==> src/rtl/iter_multiplier.sv <==
// -----------------------------------------------------------------------------
// iter_multiplier
//   Multi-cycle 32x32 radix-2 shift-add multiplier for the MIPS32 execute
//   stage. Handles MULT/MULTU and, with acc_en, MADD/MADDU/MSUB/MSUBU by
//   combining the product with the current {HI,LO} value.
//
// Handshake (shared with the iterative divider):
//   The requester raises start and holds it high until it sees ready. While
//   start stays high in the final state, ready and res are held. The first
//   clock edge that sees start low clears both, so ready falls one cycle after
//   start falls. Dropping start before ready rises cancels the result. abandon
//   is a synchronous flush that clears everything at the next edge.
//
// Ports:
//   clk      in   1   system clock, rising edge
//   rst      in   1   asynchronous reset, active-high
//   start    in   1   request, held until ready
//   abandon  in   1   synchronous cancel (flush/exception)
//   signmul  in   1   1 = signed operands
//   acc_en   in   1   1 = combine product with hilo_in
//   acc_sub  in   1   with acc_en: 1 = hilo_in - product, 0 = hilo_in + product
//   opr1     in  32   multiplicand
//   opr2     in  32   multiplier
//   hilo_in  in  64   {HI,LO} accumulate source, sampled in the fixup state
//   ready    out  1   result valid
//   res      out 64   {HI,LO} result
//   state    out  2   current FSM state (debug visibility)
// -----------------------------------------------------------------------------
module iter_multiplier (
    input  logic        clk,
    input  logic        rst,
    input  logic        start,
    input  logic        abandon,
    input  logic        signmul,
    input  logic        acc_en,
    input  logic        acc_sub,
    input  logic [31:0] opr1,
    input  logic [31:0] opr2,
    input  logic [63:0] hilo_in,
    output logic        ready,
    output logic [63:0] res,
    output logic [1:0]  state
);

    localparam logic [1:0] MUL_FREE = 2'd0;
    localparam logic [1:0] MUL_ON   = 2'd1;
    localparam logic [1:0] MUL_FIX  = 2'd2;
    localparam logic [1:0] MUL_END  = 2'd3;

    logic [63:0] mcand;
    logic [31:0] mplier;
    logic [63:0] prod;
    logic [5:0]  cnt;
    logic        neg;
    logic        acc_en_q;
    logic        acc_sub_q;

    logic [31:0] abs1;
    logic [31:0] abs2;
    logic [63:0] prod_signed;
    logic [63:0] fix_val;

    // Magnitudes of the operands. 0x80000000 negates to itself and is then
    // treated as the unsigned value 2^31, which gives the right magnitude.
    always_comb begin
        abs1 = (signmul && opr1[31]) ? (~opr1 + 32'd1) : opr1;
        abs2 = (signmul && opr2[31]) ? (~opr2 + 32'd1) : opr2;
    end

    // Fixup: restore the sign, then optionally accumulate against HI/LO.
    always_comb begin
        prod_signed = neg ? (~prod + 64'd1) : prod;
        if (acc_en_q) begin
            fix_val = acc_sub_q ? (hilo_in - prod_signed) : (hilo_in + prod_signed);
        end else begin
            fix_val = prod_signed;
        end
    end

    always_ff @(posedge clk or posedge rst) begin
        if (rst) begin
            state     <= MUL_FREE;
            ready     <= 1'b0;
            res       <= 64'd0;
            cnt       <= 6'd0;
            mcand     <= 64'd0;
            mplier    <= 32'd0;
            prod      <= 64'd0;
            neg       <= 1'b0;
            acc_en_q  <= 1'b0;
            acc_sub_q <= 1'b0;
        end else if (abandon) begin
            state     <= MUL_FREE;
            ready     <= 1'b0;
            res       <= 64'd0;
            cnt       <= 6'd0;
            mcand     <= 64'd0;
            mplier    <= 32'd0;
            prod      <= 64'd0;
            neg       <= 1'b0;
            acc_en_q  <= 1'b0;
            acc_sub_q <= 1'b0;
        end else begin
            case (state)
                MUL_FREE: begin
                    if (start) begin
                        mcand     <= {32'd0, abs1};
                        mplier    <= abs2;
                        neg       <= signmul & (opr1[31] ^ opr2[31]);
                        acc_en_q  <= acc_en;
                        acc_sub_q <= acc_sub;
                        prod      <= 64'd0;
                        cnt       <= 6'd0;
                        // A zero operand needs no iteration; the fixup still
                        // runs so accumulate forms pass hilo_in through.
                        if (opr1 == 32'd0 || opr2 == 32'd0) begin
                            state <= MUL_FIX;
                        end else begin
                            state <= MUL_ON;
                        end
                    end else begin
                        ready <= 1'b0;
                        res   <= 64'd0;
                    end
                end

                MUL_ON: begin
                    if (cnt != 6'd32) begin
                        if (mplier[0]) begin
                            prod <= prod + mcand;
                        end
                        mcand  <= mcand << 1;
                        mplier <= mplier >> 1;
                        // Leave on the 32nd iteration edge itself so the
                        // fixup follows immediately (fixup on E33, ready
                        // after E34).
                        if (cnt == 6'd31) begin
                            cnt   <= 6'd0;
                            state <= MUL_FIX;
                        end else begin
                            cnt <= cnt + 6'd1;
                        end
                    end else begin
                        cnt   <= 6'd0;
                        state <= MUL_FIX;
                    end
                end

                MUL_FIX: begin
                    prod  <= fix_val;
                    state <= MUL_END;
                end

                MUL_END: begin
                    if (start) begin
                        res   <= prod;
                        ready <= 1'b1;
                    end else begin
                        state <= MUL_FREE;
                        ready <= 1'b0;
                        res   <= 64'd0;
                    end
                end

                default: begin
                    state <= MUL_FREE;
                    ready <= 1'b0;
                    res   <= 64'd0;
                end
            endcase
        end
    end

endmodule

==> config.mk <==
export PLATFORM = sky130hd
export DESIGN_NAME = iter_multiplier
export DESIGN_NICKNAME = d
export VERILOG_FILES = /design/src/rtl/iter_multiplier.sv
export SDC_FILE = /design/constraint.sdc
export NUM_CORES = 1
export LEC_CHECK = 0
export CAP_MARGIN = 20
export CELL_PAD_IN_SITES_DETAIL_PLACEMENT = 1
export CELL_PAD_IN_SITES_GLOBAL_PLACEMENT = 2
export CORE_UTILIZATION = 35
export CTS_CLUSTER_SIZE = 16
export DETAILED_ROUTE_END_ITERATION = 8
export PLACE_DENSITY_LB_ADDON = 0.1
export SLEW_MARGIN = 20
export SYNTH_ARGS = -nofsm -noshare
export SYNTH_HDL_FRONTEND = slang
export SYNTH_SLANG_ARGS = --single-unit
==> constraint.sdc <==
create_clock -name clk -period 8.3 [get_ports clk]
set_input_delay 0.83 -clock clk [delete_from_list [all_inputs] [get_ports clk]]
set_output_delay 0.83 -clock clk [all_outputs]
set_load 0.03 [all_outputs]
# Yosys cells after proc, flatten, opt, wreduce, memory -nomap -nowiden
# Cells that the tools add are included.
[classes]
add_sub_neg = 7
eq_ne = 11
muxes = 47
bitwise = 5
reduce_logical = 17
[ops]
columns = ["operator", "n"]
rows = [
  ["$mux 64", 13],
  ["$pmux 64 s2", 2],
  ["$pmux 64 s3", 1],
  ["$mux 32", 5],
  ["$add 64x64->64", 2],
  ["$add 32x1->32 const B", 2],
  ["$add 64x1->64 const B", 1],
  ["$logic_not 32->1", 2],
  ["$not 32->32", 2],
  ["$not 64->64", 1],
  ["$pmux 32 s2", 1],
  ["$sub 64x64->64", 1],
  ["$mux 6", 4],
  ["$ne 3x3->1 const B", 5],
  ["$mux 1", 12],
  ["$mux 2", 6],
  ["$pmux 6 s2", 1],
  ["$pmux 2 s4", 1],
  ["$add 6x1->6 const B", 1],
  ["$eq 6x5->1 const B", 1],
  ["$ne 6x6->1 const B", 1],
  ["$reduce_and 2->1", 3],
  ["$reduce_and 3->1", 2],
  ["$reduce_bool 3->1", 2],
  ["12 further kinds", 15],
]
[word_totals]
ff_bits = 236
wordCells = 97

# Longest topological paths before layout
[logic_depth]
ltp_word = 8
mapped_depth = 29
mapped_depth_nobuf = 26

# Least setup slack after synthesis
# Ideal clock, no wire load.
[synth_path]
kind = "register -> register"
start = "reg prod[1]"
end = "reg prod[63]"
setup_ns = 0.142
arrival_ns = 6.541
t_required_ns = 8.158
path_slack_ns = 1.616
stages_incl_launch_ff = 29
cell_sequence = "dfrtp_1 clkbuf_1 inv_1 ha_1 nor4b_2 nand4_1 or4_1 clkbuf_1 o21ai_0 or3b_1 buf_2 nor3_1 nand2_1 nor2_1 nor2_1 xor2_1 ha_1 and3_1 nand2_1 o22ai_1 or4b_2 o21ai_0 o21a_1 o41ai_1 a211o_1 or2_2 mux2i_1 xnor2_1 o221ai_1"
[synth_via]
elab_chain_cells = 8
word_cells_on_any_way = 12
cone_classes = "4 x add/sub; 7 x mux; 1 x bitwise"
[synth_lines]
columns = ["item", "line", "rtl"]
rows = [
  ["start: declaration", "52", "logic [63:0] prod;"],
  ["start signal: assignment", "130", "prod <= prod + mcand;"],
  ["start signal: assignment", "150", "prod <= fix_val;"],
  ["$not 64->64", "72", "prod_signed = neg ? (~prod + 64'd1) : prod;"],
  ["$add 64x1->64", "72", ""],
  ["$mux 64", "72", ""],
  ["$add 64x64->64 / $sub 64x64->64 (equally long branches)", "74", "fix_val = acc_sub_q ? (hilo_in - prod_signed) : (hilo_in + prod_signed);"],
  ["$mux 64", "74", ""],
  ["$mux 64", "73", "if (acc_en_q) begin"],
  ["$pmux 64 s3 *", "104", "case (state)"],
  ["$mux 64 *", "92", "end else if (abandon) begin"],
]
# Every way passes the cells marked *; elsewhere a longest branch is shown, timed or not. The select of a mux whose other input is x is not followed.
# A chain may end at the register's enable or synchronous reset.

# Final worst setup path
# Ends and elaborated chain as after synthesis.

==> flow_metrics.py <==
metrics = {
    "die": {
        "die_h_um": 252.0,
        "core-area_um2": 61710,
        "boundaryPins": 202,
        "die-area_um2": 63480,
        "rows": 91,
        "dieWidth_um": 252.0,
        "start_util_pct": 35.43,
    },
    "pwr": {
        "p_per_area_nw_per_um2": 413.2,
        "ir_drop_mv": 0.2633,
        "p_leak_nw": 10.91,
    },
    "timing": {
        "relSlewSlack_pct": 34.38,
        "setup_tns_ns": 0,
        "period_needed_ns": 7.856,
        "whs_ns": 0.4773,
        "setup_ws_ns": 0.4444,
        "hold_viol": 0,
        "setup_viol": 0,
        "rsz0062_at_grt": "no",
        "clock_skew_ns": 0.01663,
        "tightest_slew_ns": 0.9822,
        "drv_slew": 0,
        "max_clock_freq_ghz": 0.1273,
        "post-route-period-util_pct": 94.65,
    },
    "synth": {
        "ys_types": 82,
        "synth_area_um2": 21870,
        "syn-num-nets": 3077,
        "synth_warnings": 0,
        "synth_ff_type": "dfrtp_1",
        "synth_top_cell_area_share_pct": 27.01,
        "synth-async-reset-ratio_pct": 100.0,
        "yosysSeqAreaShare_pct": 27.01,
        "yosys.area.top_type": "dfrtp_1",
        "synth_edf_count": 0,
        "synthTopCellsByArea": "dfrtp_1, ha_1, o21ai_0",
        "syn_avg_cell_area_um2": 7.801,
        "synth_seq_cells": 236,
        "syn-instance-count": 2803,
    },
    "job": {
        "drv_cap": 0,
    },
    "worst_setup_path": {
        "arrival_ns": 8.29,
        "critPathRequiredTime_ns": 8.74,
        "crit_type": "flip-flop to flip-flop",
        "critPathLaunchType": "flip-flop",
        "crit_fanout": 10,
        "end_kind": "flip-flop",
    },
    "global_route": {
        "grt_pass1_vias": 22070,
        "antenna_found_initial": 0,
        "grt_first_pass_wirelength_mm": 134.2,
        "overflow": 0,
        "grt_max_degree": 154,
        "track_usage_pct": 27.03,
    },
    "clock_tree": {
        "cts_hold_buf": 0,
        "ctsResizeCount": 0,
        "cts_root_buf": "clkbuf_16",
        "clock_latency_ns": 0.58,
        "cts_num_sinks": 236,
        "cts_buffers": 30,
        "cts_setup_buffers": 0,
        "cts_tree": "done",
        "clockBufferDepth": 3,
        "h-tree-depth": 1,
        "path_clk_slew_ns": 0.06,
    },
    "detailed_routing": {
        "num_vias": 22170,
        "drt_iter0_drc": 1449,
        "drcViolationCount": 0,
        "routed_wl_mm": 87.50,
        "routedWlPerCell_um": 23.14,
        "via_per_inst": 5.861,
        "first_pass_iters": 5,
        "ant_nets": 0,
    },
    "cells_and_area": {
        "final_util_pct": 41.69,
        "diodes": 0,
        "multi_input_comb_area_um2": 15130,
        "num-nets-final": 3195,
        "synthToLayoutAreaGrowth_pct": 17.65,
        "layout-drive-gt1-share_pct": 4.890,
        "fillers": 7504,
        "final_common_cell": "nand2_1",
        "mostFrequentLayoutCells": "nand2_1, o21ai_0, a21oi_1, dfrtp_1, nor2_1",
        "stdcell_count": 3782,
        "final-seq-area_um2": 5909,
    },
    "place": {
        "dp_hpwl_mm": 67.84,
        "place_ws_ns": 0.5910,
        "place.gp.congestion": 0.9001,
        "io_buffers": 201,
        "dp.cells": 3726,
    },
    "min_path": {
        "min_path_type": "flip-flop to flip-flop",
    },
    "run_status": {
        "status": "completed",
    },
}
==> routing by layer <==
metal | share of wire (%) | vias to the layer above | GRT usage (%)
met5 | 0 | - | 0
met1 | 50 | 11010 | 41.18
li1 | - | 10540 | -
met3 | 5.7 | 74 | 3.518
met2 | 42 | 544 | 40.34
met4 | 1.8 | 0 | 5.299
==> where the power goes <==
group	switching, mW	leakage (nW)	internal [mW]
combinational	5.03	7.14	2.81
clock	0.547	0.507	0.835
sequential	0.150	3.26	1.26
==> cells in the mapped netlist, types with 16 or more instances <==
cell type and number:
a22oi_1 28, o21bai_1 24, a21oi_1 269, o21ai_0 270, nand2_1 326, dfrtp_1 236
or3_1 40, o41ai_1 22, xor2_1 144, or2_2 16, buf_1 21, nand2b_1 24
a21o_1 63, o21a_1 20, ha_1 137, clkbuf_1 125, nor2_1 220, nand4_1 38
inv_1 73, a22o_1 68, nand3_1 45, nor3_1 63, and3_1 26, xnor2_1 127
o31ai_1 39, a31oi_1 45, a211oi_1 17, or4_1 22, nor4_1 17, nor2b_1 19
and2_1 21
==> layout make-up <==
cell class	count	share of cell area, %
multi-input cells	2338	58.80
flip-flops and latches	236	22.97
repair buffers	241	9.036
well taps	837	4.071
clock buffers	45	3.492
inverters	74	1.109
clock inverters	11	0.5252
==> logic make-up (layout without fill, tap and decap cells) <==
| family | count (synthesis) | in the layout | synth area share, % |
|---|---|---|---|
| AO/OA/AOI/OAI | 998 | 998 | 29.23 |
| XOR/XNOR | 272 | 272 | 10.93 |
| adder cells (fa/ha/maj) | 139 | 139 | 8.022 |
| buffers and inverters | 229 | 371 | 4.022 |
| flip-flops | 236 | 236 | 27.01 |
| multiplexers | 17 | 17 | 0.7953 |
| AND/OR/NAND/NOR | 912 | 912 | 20.00 |
==> registers in the layout (all words and copies together) (netlist names), 2 cells and up <==
register  count
cnt           6
res          64
mcand        64
state         2
prod         64
mplier       32
==> stage by stage <==
stage	power, mW	instance area (um^2)
final	10.63	25730
after CTS	10.59	25730
after global placement	9.018	24690
after global routing	11.46	25730
after floorplan	6.764	21870
after detailed placement	9.129	24690
==> path summary, 6_finish.rpt <==
| check | start | slack [ns] | cells after the start | endpoint |
|---|---|---|---|---|
| worst max-delay path | prod[1]$_DFFE_PP0P_ | 0.44 | 26 | prod[63]$_DFFE_PP0P_ |
| worst min-delay path | ready$_DFFE_PP0P_ | 0.48 | 1 | ready$_DFFE_PP0P_ |
| worst max register to register | prod[1]$_DFFE_PP0P_ | 0.44 | 26 | prod[63]$_DFFE_PP0P_ |
| worst min register to register | ready$_DFFE_PP0P_ | 0.48 | 1 | ready$_DFFE_PP0P_ |
| max in group asynchronous | rst | 6.09 | 3 | acc_en_q$_DFFE_PP0P_ |
| min in group asynchronous | rst | 0.71 | 2 | mcand[1]$_DFFE_PP0P_ |
==> critical path: stages (launching register included) <==
cell and delay [ns]:
dfrtp_1 0.51, inv_1 0.14, ha_1 0.25, or4b_2 0.66, nor2_1 0.40, nand2_1 0.26, o41ai_2 0.42, xnor2_1 0.21
or4_4 0.61, nor3_1 0.41, nand2_1 0.14, nor2_1 0.38, nor2_1 0.11, xor2_1 0.18, ha_1 0.38, and3_1 0.28
nand2_1 0.09, o22ai_1 0.07, or4b_2 0.61, o21ai_0 0.26, o21a_1 0.17, o41ai_1 0.11, a211o_1 0.31, or2_2 0.28
mux2i_1 0.20, xnor2_1 0.14, o221ai_1 0.12
No activity file was read; power rests on OpenSTA's default activity.
